`src/rtl/synth_pkg.sv`:
```
// Shared definitions for the synthesiser control path.
// Holds command opcodes, command word field positions and FSM encodings.
// Pure declarations; no logic, no latency, no backpressure.
package synth_pkg;

   // Command word layout: [15:14] op, [13:7] note, [6:0] velocity
   localparam int CMD_W   = 16;
   localparam int OP_HI   = 15;
   localparam int OP_LO   = 14;
   localparam int NOTE_HI = 13;
   localparam int NOTE_LO = 7;
   localparam int VEL_HI  = 6;
   localparam int VEL_LO  = 0;

   localparam int NOTE_W_DEF = 7;
   localparam int VEL_W_DEF  = 7;

   typedef enum logic [1:0] {
      OP_NOP    = 2'b00,
      OP_ON     = 2'b01,
      OP_OFF    = 2'b10,
      OP_ALLOFF = 2'b11
   } op_t;

   typedef enum logic [1:0] {
      ST_IDLE   = 2'd0,
      ST_SCAN   = 2'd1,
      ST_COMMIT = 2'd2
   } state_t;

endpackage

```
`src/rtl/voice_lru.sv`:
```
// LRU rank array: rank 0 = most recently allocated, NVOICES-1 = oldest.
// Touch takes effect on the next edge; oldest index is combinational.
// No backpressure; a touch is accepted every cycle it is presented.
module voice_lru #(
   parameter int NVOICES = 8,
   parameter int IW      = $clog2(NVOICES)
) (
   input  logic          clk,
   input  logic          reset,
   input  logic          i_touch_vld,
   input  logic [IW-1:0] i_touch_idx,
   output logic [IW-1:0] o_oldest_idx
);

   logic [IW-1:0] r_age [NVOICES];
   logic [IW-1:0] w_touch_age;

   assign w_touch_age = r_age[i_touch_idx];

   // Move the touched voice to rank 0; everything that was newer ages by one
   always_ff @(posedge clk or posedge reset) begin
      if (reset) begin
         for (int i = 0; i < NVOICES; i++) begin
            r_age[i] <= IW'(i);
         end
      end else if (i_touch_vld) begin
         for (int i = 0; i < NVOICES; i++) begin
            if (IW'(i) == i_touch_idx) begin
               r_age[i] <= '0;
            end else if (r_age[i] < w_touch_age) begin
               r_age[i] <= r_age[i] + IW'(1);
            end
         end
      end
   end

   // Ranks are a permutation, so exactly one voice holds the top rank
   always_comb begin
      o_oldest_idx = '0;
      for (int i = 0; i < NVOICES; i++) begin
         if (r_age[i] == IW'(NVOICES - 1)) begin
            o_oldest_idx = IW'(i);
         end
      end
   end

endmodule

```
`src/rtl/voice_allocator.sv`:
```
// Polyphonic voice allocator: maps note-on/off/all-off commands onto voices.
// Note commands: pulses NVOICES+1 edges after acceptance; all-off: 1 edge.
// cmd_ready low while a command is in flight; high again in the pulse cycle.
module voice_allocator
   import synth_pkg::*;
#(
   parameter int NVOICES = 8,
   parameter int NOTE_W  = NOTE_W_DEF,
   parameter int VEL_W   = VEL_W_DEF
) (
   input  logic               clk,
   input  logic               reset,
   input  logic               cmd_valid,
   output logic               cmd_ready,
   input  logic [CMD_W-1:0]   cmd_data,
   output logic [NVOICES-1:0] voice_load,
   output logic [NOTE_W-1:0]  voice_note,
   output logic [VEL_W-1:0]   voice_vel,
   output logic [NVOICES-1:0] voice_gate,
   output logic [NVOICES-1:0] voice_release,
   output logic               voice_stolen,
   output logic [4:0]         active_count
);

   localparam int IW = $clog2(NVOICES);

   state_t              r_state;
   state_t              w_next_state;
   op_t                 r_op;
   logic [NOTE_W-1:0]   r_cmd_note;
   logic [VEL_W-1:0]    r_cmd_vel;

   logic [IW-1:0]       r_idx;
   logic                r_match_vld;
   logic [IW-1:0]       r_match_idx;
   logic                r_free_vld;
   logic [IW-1:0]       r_free_idx;

   logic [NVOICES-1:0]  r_gate;
   logic [NOTE_W-1:0]   r_note [NVOICES];

   logic [NVOICES-1:0]  r_load;
   logic [NVOICES-1:0]  r_release;
   logic                r_stolen;
   logic [NOTE_W-1:0]   r_vnote;
   logic [VEL_W-1:0]    r_vvel;

   logic                w_accept;
   op_t                 w_cmd_op;
   logic [NOTE_W-1:0]   w_cmd_note;
   logic [VEL_W-1:0]    w_cmd_vel;
   logic                w_hit;
   logic                w_is_free;
   logic [IW-1:0]       w_oldest;
   logic [IW-1:0]       w_target;
   logic                w_steal;
   logic                w_touch;
   logic [4:0]          w_active;

   assign w_cmd_op   = op_t'(cmd_data[OP_HI:OP_LO]);
   assign w_cmd_note = NOTE_W'(cmd_data[NOTE_HI:NOTE_LO]);
   assign w_cmd_vel  = VEL_W'(cmd_data[VEL_HI:VEL_LO]);
   assign w_accept   = cmd_valid && cmd_ready;

   assign w_hit     = r_gate[r_idx] && (r_note[r_idx] == r_cmd_note);
   assign w_is_free = !r_gate[r_idx];

   // Retrigger beats a free voice, which beats stealing the oldest
   assign w_steal  = !r_match_vld && !r_free_vld;
   assign w_target = r_match_vld ? r_match_idx :
                     r_free_vld  ? r_free_idx  : w_oldest;
   assign w_touch  = (r_state == ST_COMMIT) && (r_op == OP_ON);

   voice_lru #(
      .NVOICES (NVOICES),
      .IW      (IW)
   ) u_lru (
      .clk          (clk),
      .reset        (reset),
      .i_touch_vld  (w_touch),
      .i_touch_idx  (w_target),
      .o_oldest_idx (w_oldest)
   );

   // State register
   always_ff @(posedge clk or posedge reset) begin
      if (reset) begin
         r_state <= ST_IDLE;
      end else begin
         r_state <= w_next_state;
      end
   end

   // Next-state and handshake; nop is consumed in IDLE without leaving it
   always_comb begin
      w_next_state = r_state;
      cmd_ready    = 1'b0;
      case (r_state)
         ST_IDLE: begin
            cmd_ready = 1'b1;
            if (cmd_valid) begin
               case (w_cmd_op)
                  OP_ON, OP_OFF: w_next_state = ST_SCAN;
                  OP_ALLOFF:     w_next_state = ST_COMMIT;
                  default:       w_next_state = ST_IDLE;
               endcase
            end
         end
         ST_SCAN: begin
            if (r_idx == IW'(NVOICES - 1)) begin
               w_next_state = ST_COMMIT;
            end
         end
         ST_COMMIT: begin
            w_next_state = ST_IDLE;
         end
         default: begin
            w_next_state = ST_IDLE;
         end
      endcase
   end

   // Capture the command at acceptance; velocity-0 note-on becomes note-off
   always_ff @(posedge clk or posedge reset) begin
      if (reset) begin
         r_op       <= OP_NOP;
         r_cmd_note <= '0;
         r_cmd_vel  <= '0;
      end else if (w_accept) begin
         r_op       <= (w_cmd_op == OP_ON && w_cmd_vel == '0) ? OP_OFF : w_cmd_op;
         r_cmd_note <= w_cmd_note;
         r_cmd_vel  <= w_cmd_vel;
      end
   end

   // Walk one voice per cycle keeping the lowest matching and lowest free index
   always_ff @(posedge clk or posedge reset) begin
      if (reset) begin
         r_idx       <= '0;
         r_match_vld <= 1'b0;
         r_match_idx <= '0;
         r_free_vld  <= 1'b0;
         r_free_idx  <= '0;
      end else if (w_accept) begin
         r_idx       <= '0;
         r_match_vld <= 1'b0;
         r_free_vld  <= 1'b0;
      end else if (r_state == ST_SCAN) begin
         r_idx <= r_idx + IW'(1);
         if (w_hit && !r_match_vld) begin
            r_match_vld <= 1'b1;
            r_match_idx <= r_idx;
         end
         if (w_is_free && !r_free_vld) begin
            r_free_vld <= 1'b1;
            r_free_idx <= r_idx;
         end
      end
   end

   // Apply the command to voice state and register the one-cycle pulses
   always_ff @(posedge clk or posedge reset) begin
      if (reset) begin
         r_gate    <= '0;
         r_load    <= '0;
         r_release <= '0;
         r_stolen  <= 1'b0;
         r_vnote   <= '0;
         r_vvel    <= '0;
         for (int i = 0; i < NVOICES; i++) begin
            r_note[i] <= '0;
         end
      end else begin
         r_load    <= '0;
         r_release <= '0;
         r_stolen  <= 1'b0;
         if (r_state == ST_COMMIT) begin
            case (r_op)
               OP_ON: begin
                  r_gate[w_target] <= 1'b1;
                  r_note[w_target] <= r_cmd_note;
                  r_load[w_target] <= 1'b1;
                  r_stolen         <= w_steal;
                  r_vnote          <= r_cmd_note;
                  r_vvel           <= r_cmd_vel;
               end
               OP_OFF: begin
                  if (r_match_vld) begin
                     r_gate[r_match_idx]    <= 1'b0;
                     r_release[r_match_idx] <= 1'b1;
                  end
               end
               OP_ALLOFF: begin
                  r_release <= r_gate;
                  r_gate    <= '0;
               end
               default: begin
               end
            endcase
         end
      end
   end

   // Population count of the registered gates
   always_comb begin
      w_active = '0;
      for (int i = 0; i < NVOICES; i++) begin
         w_active = w_active + 5'(r_gate[i]);
      end
   end

   assign voice_load    = r_load;
   assign voice_note    = r_vnote;
   assign voice_vel     = r_vvel;
   assign voice_gate    = r_gate;
   assign voice_release = r_release;
   assign voice_stolen  = r_stolen;
   assign active_count  = w_active;

endmodule
```
`config.mk`:
```
export PLATFORM = sky130hd
export DESIGN_NAME = voice_allocator
export DESIGN_NICKNAME = d
export VERILOG_FILES = /design/src/rtl/synth_pkg.sv /design/src/rtl/voice_lru.sv /design/src/rtl/voice_allocator.sv
export SDC_FILE = /design/constraint.sdc
export NUM_CORES = 1
export LEC_CHECK = 0
export CORE_ASPECT_RATIO = 0.7
export CORE_MARGIN = 1.5
export CORE_UTILIZATION = 45
export DETAILED_ROUTE_END_ITERATION = 10
export GPL_TIMING_DRIVEN = 1
export SYNTH_ARGS = -nofsm -noshare
export SYNTH_HDL_FRONTEND = slang
export SYNTH_SLANG_ARGS = --single-unit
```
`constraint.sdc`:
```
create_clock -name clk -period 12.4 [get_ports clk]
set_clock_uncertainty 0.05 [all_clocks]
set_input_delay 3.1 -clock clk [delete_from_list [all_inputs] [get_ports clk]]
set_output_delay 3.1 -clock clk [all_outputs]
set_load 0.05 [all_outputs]
```
==> results of run 1 <==
-- area by class of cell --
class | count | area, sq um | share of cell area (%)
multi-input cells | 491 | 3750 | 41.08
repair buffers | 68 | 665.6 | 7.292
inverters | 30 | 117.6 | 1.288
clock inverters | 14 | 166.4 | 1.823
well taps | 225 | 281.5 | 3.084
flip-flops and latches | 148 | 3719 | 40.73
clock buffers | 18 | 429.2 | 4.701
-- cell families after synthesis --
group / count (synthesis)
AOI/OAI and AO/OA: 98
xor gates and xnor gates: 8
adders and majority gates: 40
buffers and inverters: 73
DFF: 148
muxes: 106
other: 1
and+or+nand+nor: 238
-- power groups by stage --
stage                     Combinational, mW  Clock, mW  Sequential (mW)
final                                 0.783      0.527            0.729
after floorplan                       0.560          0            0.734
after detailed placement              0.779          0            0.736
after CTS                             0.784      0.536            0.728
after global routing                  0.847      0.559            0.749
after global placement                0.759          0            0.730
-- state kept, by name (all words and copies together), names as in the netlist --
signal         flops
voice_load         8
u_lru.r_age       24
voice_vel          7
r_free_idx         3
voice_gate         8
r_match_vld        1
r_idx              3
r_op               2
r_note            56
r_free_vld         1
voice_note         7
voice_stolen       1
voice_release      8
r_match_idx        3
r_cmd_note         7
r_state            2
r_cmd_vel          7
-- critical path: stages, from the launching register on --
cell             delay, ns
dfrtp_1               0.45
fa_1                  0.55
inv_1                 0.05
fa_1                  0.49
fa_1                  0.40
inv_1                 0.06
ha_1                  0.17
inv_1                 0.06
fa_1                  0.38
xnor2_1               0.16
clkdlybuf4s50_1       0.82
-- synthesized netlist by cell type (16+ instances only) --
master / instances / area [sq um]
dfrtp_1: 136 / 3403
nor2_1: 26 / 97.59
ha_1: 30 / 375.4
mux2i_1: 28 / 280.3
o21ai_0: 24 / 120.1
mux2_2: 62 / 698.2
clkbuf_1: 37 / 138.9
mux4_2: 16 / 360.4
a21oi_1: 24 / 120.1
nand2_1: 145 / 544.3
nor3_1: 16 / 80.08
inv_1: 27 / 101.4
-- per-layer routing --
metal  track usage (%)  share of wire (%)
met1             31.07                 46
met2             34.64                 47
met3             5.169                5.1
met4             6.604                1.6
met5                 0                  0
-- how the worst min path moves through the flow --
stage | from | endpoint | cells after the start
after global placement | r_cmd_vel[2] | voice_vel[2] | 2
after detailed placement | r_cmd_vel[6] | voice_vel[6] | 2
after CTS | r_cmd_vel[6] | voice_vel[6] | 2
final | r_cmd_vel[0] | voice_vel[0] | 2
after global routing | r_cmd_vel[6] | voice_vel[6] | 2
after floorplan | r_cmd_vel[0] | voice_vel[0] | 2
==> impl_metrics.json, run 1 <==
{
  "cts_resized": 0,
  "worstMarginPinSlew_ns": 1.095,
  "antenna_cells": 0,
  "grt_usage_pct": 22.20,
  "total_power_mw": 2.039,
  "start_kind": "register",
  "cts.sinks": 148,
  "path_max_fanout": 6,
  "comb_power_share_pct": 38.4,
  "core_sq_um": 16590,
  "syn-num-nets": 765,
  "synthArstFlopShare_pct": 100.0,
  "layout_min_cycle_time_ns": 7.166,
  "cts_setup_buffers": 0,
  "switchingPower_mw": 0.8387,
  "synth_warnings": 0,
  "drt_first_pass_iters": 5,
  "postLayoutCellArea_sq_um": 9129,
  "setup_ws_ns": 5.234,
  "final_hold_viol_count": 0,
  "start_util_pct": 46.76,
  "cts_made_buffers": 17,
  "max_freq_ghz": 0.1395,
  "synth-simple-area-share_pct": 13.63,
  "die_x_microns": 159.9,
  "path_clk_slew_ns": 0.06,
  "internal_power_mw": 1.200,
  "cts_tree": "done",
  "postSynthAreaPerCell_sq_um": 10.90,
  "synth_edf_count": 0,
  "drc": 0,
  "final_common_cell": "nand2_1",
  "ant_nets": 0,
  "detailed_place_hpwl_mm": 12.70,
  "die_h_microns": 112.9,
  "yosysUniqueCellTypes": 64,
  "ios": 64,
  "synth_compound_area_share_pct": 9.694,
  "syn_inst": 712,
  "crit_start": "voice_gate[0]",
  "synth_seq_area_share_pct": 47.94,
  "rsz0062_at_grt": "no",
  "antenna_found_initial": 0,
  "p_sw_share_pct": 41.13,
  "grt_max_degree": 90,
  "post-place-ws_ns": 5.662,
  "cap_violations": 0,
  "endpoint_kind": "primary output",
  "drt_iter0_drc": 415,
  "grt_pass1_vias": 5665,
  "via_per_inst": 5.634,
  "slew_headroom_pct": 27.01,
  "vias": 5600,
  "synth_xor_area_share_pct": 0.9032,
  "regToRegSetupSlack_ns": 8.26,
  "port_buffers": 62,
  "overflow": 0,
  "endpoint": "active_count[2]",
  "rr_startpoint": "u_lru.r_age[4]",
  "final_layout_size_suffix_gt1_share_pct": 19.64,
  "hold_ws_ns": 0.4197,
  "worstHoldPathType": "register to register",
  "ys_ff_latch": 148,
  "cts_hold_buf": 0,
  "cts_root_buffer": "clkbuf_16",
  "drv_slew": 0,
  "rr_endpoint": "u_lru.r_age[21]",
  "setup_violations": 0,
  "cp.required_ns": 9.25,
  "grt_pass1_wl_mm": 30.81,
  "clk_path_buf_depth": 2,
  "synth_ff_type": "dfrtp_1",
  "outcome": "finished clean",
  "avgRoutedWirePerCell_microns": 18.93,
  "p_clk_share_pct": 25.8,
  "reg2reg_depth": 14,
  "layout_common_cells": "nand2_1 (145), dfrtp_1 (136), mux2_2 (62), clkdlybuf4s50_1 (62), ha_1 (30)",
  "synthAdderAreaFrac_pct": 6.742,
  "cellLeakagePower_nw": 4.175,
  "synthMuxAreaShare_pct": 17.26,
  "power_frac_seq_pct": 35.7,
  "dp.cells": 962,
  "row_count": 39,
  "critical_path_arrival_ns": 4.02,
  "dieArea_sq_um": 18050,
  "utilization_pct": 55.02,
  "htree_levels": 4,
  "fin_nets": 809,
  "criticalPathCategory": "register to primary output",
  "fill_cells": 1441,
  "setup_tns_ns": 0,
  "period_share_pct": 57.79,
  "clock_latency_ns": 0.43,
  "synth_top_family_by_area": "multiplexers",
  "syn2layout_area_growth_pct": 17.68,
  "cellPowerDensity_nw_per_um2": 223.4,
  "place_congestion": 0.8754,
  "dpl_cell_area_sq_um": 8533,
  "vdd_drop_max_v": 0.0001702,
  "wl_mm": 18.82,
  "netlist_area_sq_um": 7757,
  "final_cells": 994
}
No activity file was read; power rests on OpenSTA's default activity.
==> inputs of run 2 (changes only) <==
==> constraint.sdc (replaced) <==
create_clock -name clk -period 6.9 [get_ports clk]
set_clock_uncertainty 0.05 [all_clocks]
set_input_delay 1.725 -clock clk [delete_from_list [all_inputs] [get_ports clk]]
set_output_delay 1.725 -clock clk [all_outputs]
set_load 0.05 [all_outputs]
==> run 2 against run 1 <==
Compared with the run above:
- wire length down 0.79%
- flip-flop and latch count unchanged
- die area unchanged
- total power up 76%
- critical endpoint unchanged
- highest routed layer unchanged
==> impl_metrics.json, run 2 (same netlist as run 1, synthesis figures left out) <==
{
  "outcome": "finished clean",
  "cp.required_ns": 5.12,
  "max_freq_ghz": 0.1727,
  "detailed_place_hpwl_mm": 12.57,
  "final_cells": 994,
  "worstMarginPinSlew_ns": 1.078,
  "final_common_cell": "nand2_1",
  "clk_path_buf_depth": 2,
  "final_hold_viol_count": 0,
  "cts_root_buffer": "clkbuf_16",
  "slew_headroom_pct": 28.15,
  "grt_max_degree": 99,
  "cts_tree": "done",
  "cts_made_buffers": 17,
  "start_kind": "register",
  "cellPowerDensity_nw_per_um2": 395.0,
  "period_share_pct": 83.93,
  "top_regs": "r_note x56, u_lru.r_age x24",
  "ant_nets": 0,
  "drt_first_pass_iters": 7,
  "fill_cells": 1462,
  "cts_setup_buffers": 0,
  "cts_resized": 0,
  "fin_nets": 809,
  "vdd_drop_max_v": 0.0002177,
  "row_count": 39,
  "final_layout_size_suffix_gt1_share_pct": 19.25,
  "grt_usage_pct": 22.11,
  "largest_register_ffs": 56,
  "grt_pass1_wl_mm": 30.71,
  "cts.sinks": 148,
  "drt_iter0_drc": 297,
  "die_h_microns": 112.9,
  "drv_slew": 0,
  "path_clk_slew_ns": 0.06,
  "place_congestion": 0.8567,
  "antenna_found_initial": 0,
  "port_buffers": 62,
  "setup_tns_ns": 0,
  "syn2layout_area_growth_pct": 17.29,
  "criticalPathCategory": "register to primary output",
  "antenna_cells": 0,
  "dieArea_sq_um": 18050,
  "dpl_cell_area_sq_um": 8533,
  "start_util_pct": 46.76,
  "via_per_inst": 5.579,
  "path_max_fanout": 6,
  "rsz0062_at_grt": "no",
  "avgRoutedWirePerCell_microns": 18.78,
  "dp.cells": 962,
  "setup_violations": 0,
  "layout_min_cycle_time_ns": 5.791,
  "vias": 5546,
  "crit_start": "voice_gate[0]",
  "endpoint_kind": "primary output",
  "die_x_microns": 159.9,
  "wl_mm": 18.67,
  "worstHoldPathType": "register to register",
  "core_sq_um": 16590,
  "ios": 64,
  "layout_common_cells": "nand2_1 (145), dfrtp_1 (136), mux2_2 (62), clkdlybuf4s50_1 (62), ha_1 (30)",
  "cellLeakagePower_nw": 4.161,
  "overflow": 0,
  "htree_levels": 4,
  "postLayoutCellArea_sq_um": 9099,
  "grt_pass1_vias": 5615,
  "clock_latency_ns": 0.42,
  "drc": 0,
  "rr_startpoint": "u_lru.r_age[4]",
  "cts_hold_buf": 0,
  "largest-register": "r_note",
  "holdCritStartpoint": "r_cmd_vel[6]",
  "critical_path_arrival_ns": 4.02,
  "cap_violations": 0
}
run 2: cell types whose count changed in the layout (fill, tap and decap cells not counted), sizes merged:
| cell | change |
|---|---|
| inv | -6 |
| bufinv | -1 |
| clkinvlp | -1 |
| clkbuf | +5 |
| clkinv | +3 |
run 2: report_power, final:
group | leakage, nW | switching, mW | internal, mW | total (mW)
Clock | 0.269 | 0.367 | 0.520 | 0.887
Combinational | 1.98 | 0.833 | 0.563 | 1.40
Sequential | 1.91 | 0.261 | 1.05 | 1.31
run 2: layout make-up:
cell class / count / area (sq um) / share of cell area [%]
Multi-Input combinational cell: 491 / 3750 / 41.21
Sequential cell: 148 / 3719 / 40.87
Timing Repair Buffer: 68 / 665.6 / 7.316
Clock buffer: 23 / 467.9 / 5.143
Tap cell: 225 / 281.5 / 3.094
Inverter: 30 / 117.6 / 1.293
Clock inverter: 9 / 97.59 / 1.073
run 2: metrics by stage:
step,setup slack [ns],power [mW],utilization (%),hold WS [ns]
after floorplan,1.165,2.324,-,0.3848
after global routing,0.9091,3.806,54.84,0.4359
final,1.109,3.594,54.84,0.4175
after global placement,1.635,2.673,51.43,0.3931
after detailed placement,1.547,2.715,51.43,0.4013
after CTS,1.088,3.614,54.84,0.4164
run 2: worst paths after layout:
| check | end | slack [ns] | cells after the start |
|---|---|---|---|
| min in group asynchronous | voice_load[5] | 1.81 | 2 |
| min reg2reg | voice_vel[6] | 0.42 | 2 |
| min | voice_vel[6] | 0.42 | 2 |
| max | active_count[2] | 1.11 | 10 |
| max reg2reg | u_lru.r_age[21] | 2.74 | 14 |
| max in group asynchronous | voice_release[0] | 3.74 | 3 |
run 2: routing by layer:
metal	global-route usage, %	vias to the layer above	part of all wire (%)
li1	-	2569	-
met1	31.18	2813	47
met2	34.35	143	48
met3	4.252	21	3.8
met4	7.850	0	1.7
met5	0	-	0
run 2: worst max-delay path, cell delays in order (launching register included):
cell and delay [ns]:
dfrtp_1 0.45, fa_1 0.55, inv_1 0.05, fa_1 0.50
fa_1 0.41, inv_1 0.07, ha_1 0.16, inv_1 0.06
fa_1 0.37, xnor2_1 0.15, clkdlybuf4s50_1 0.83
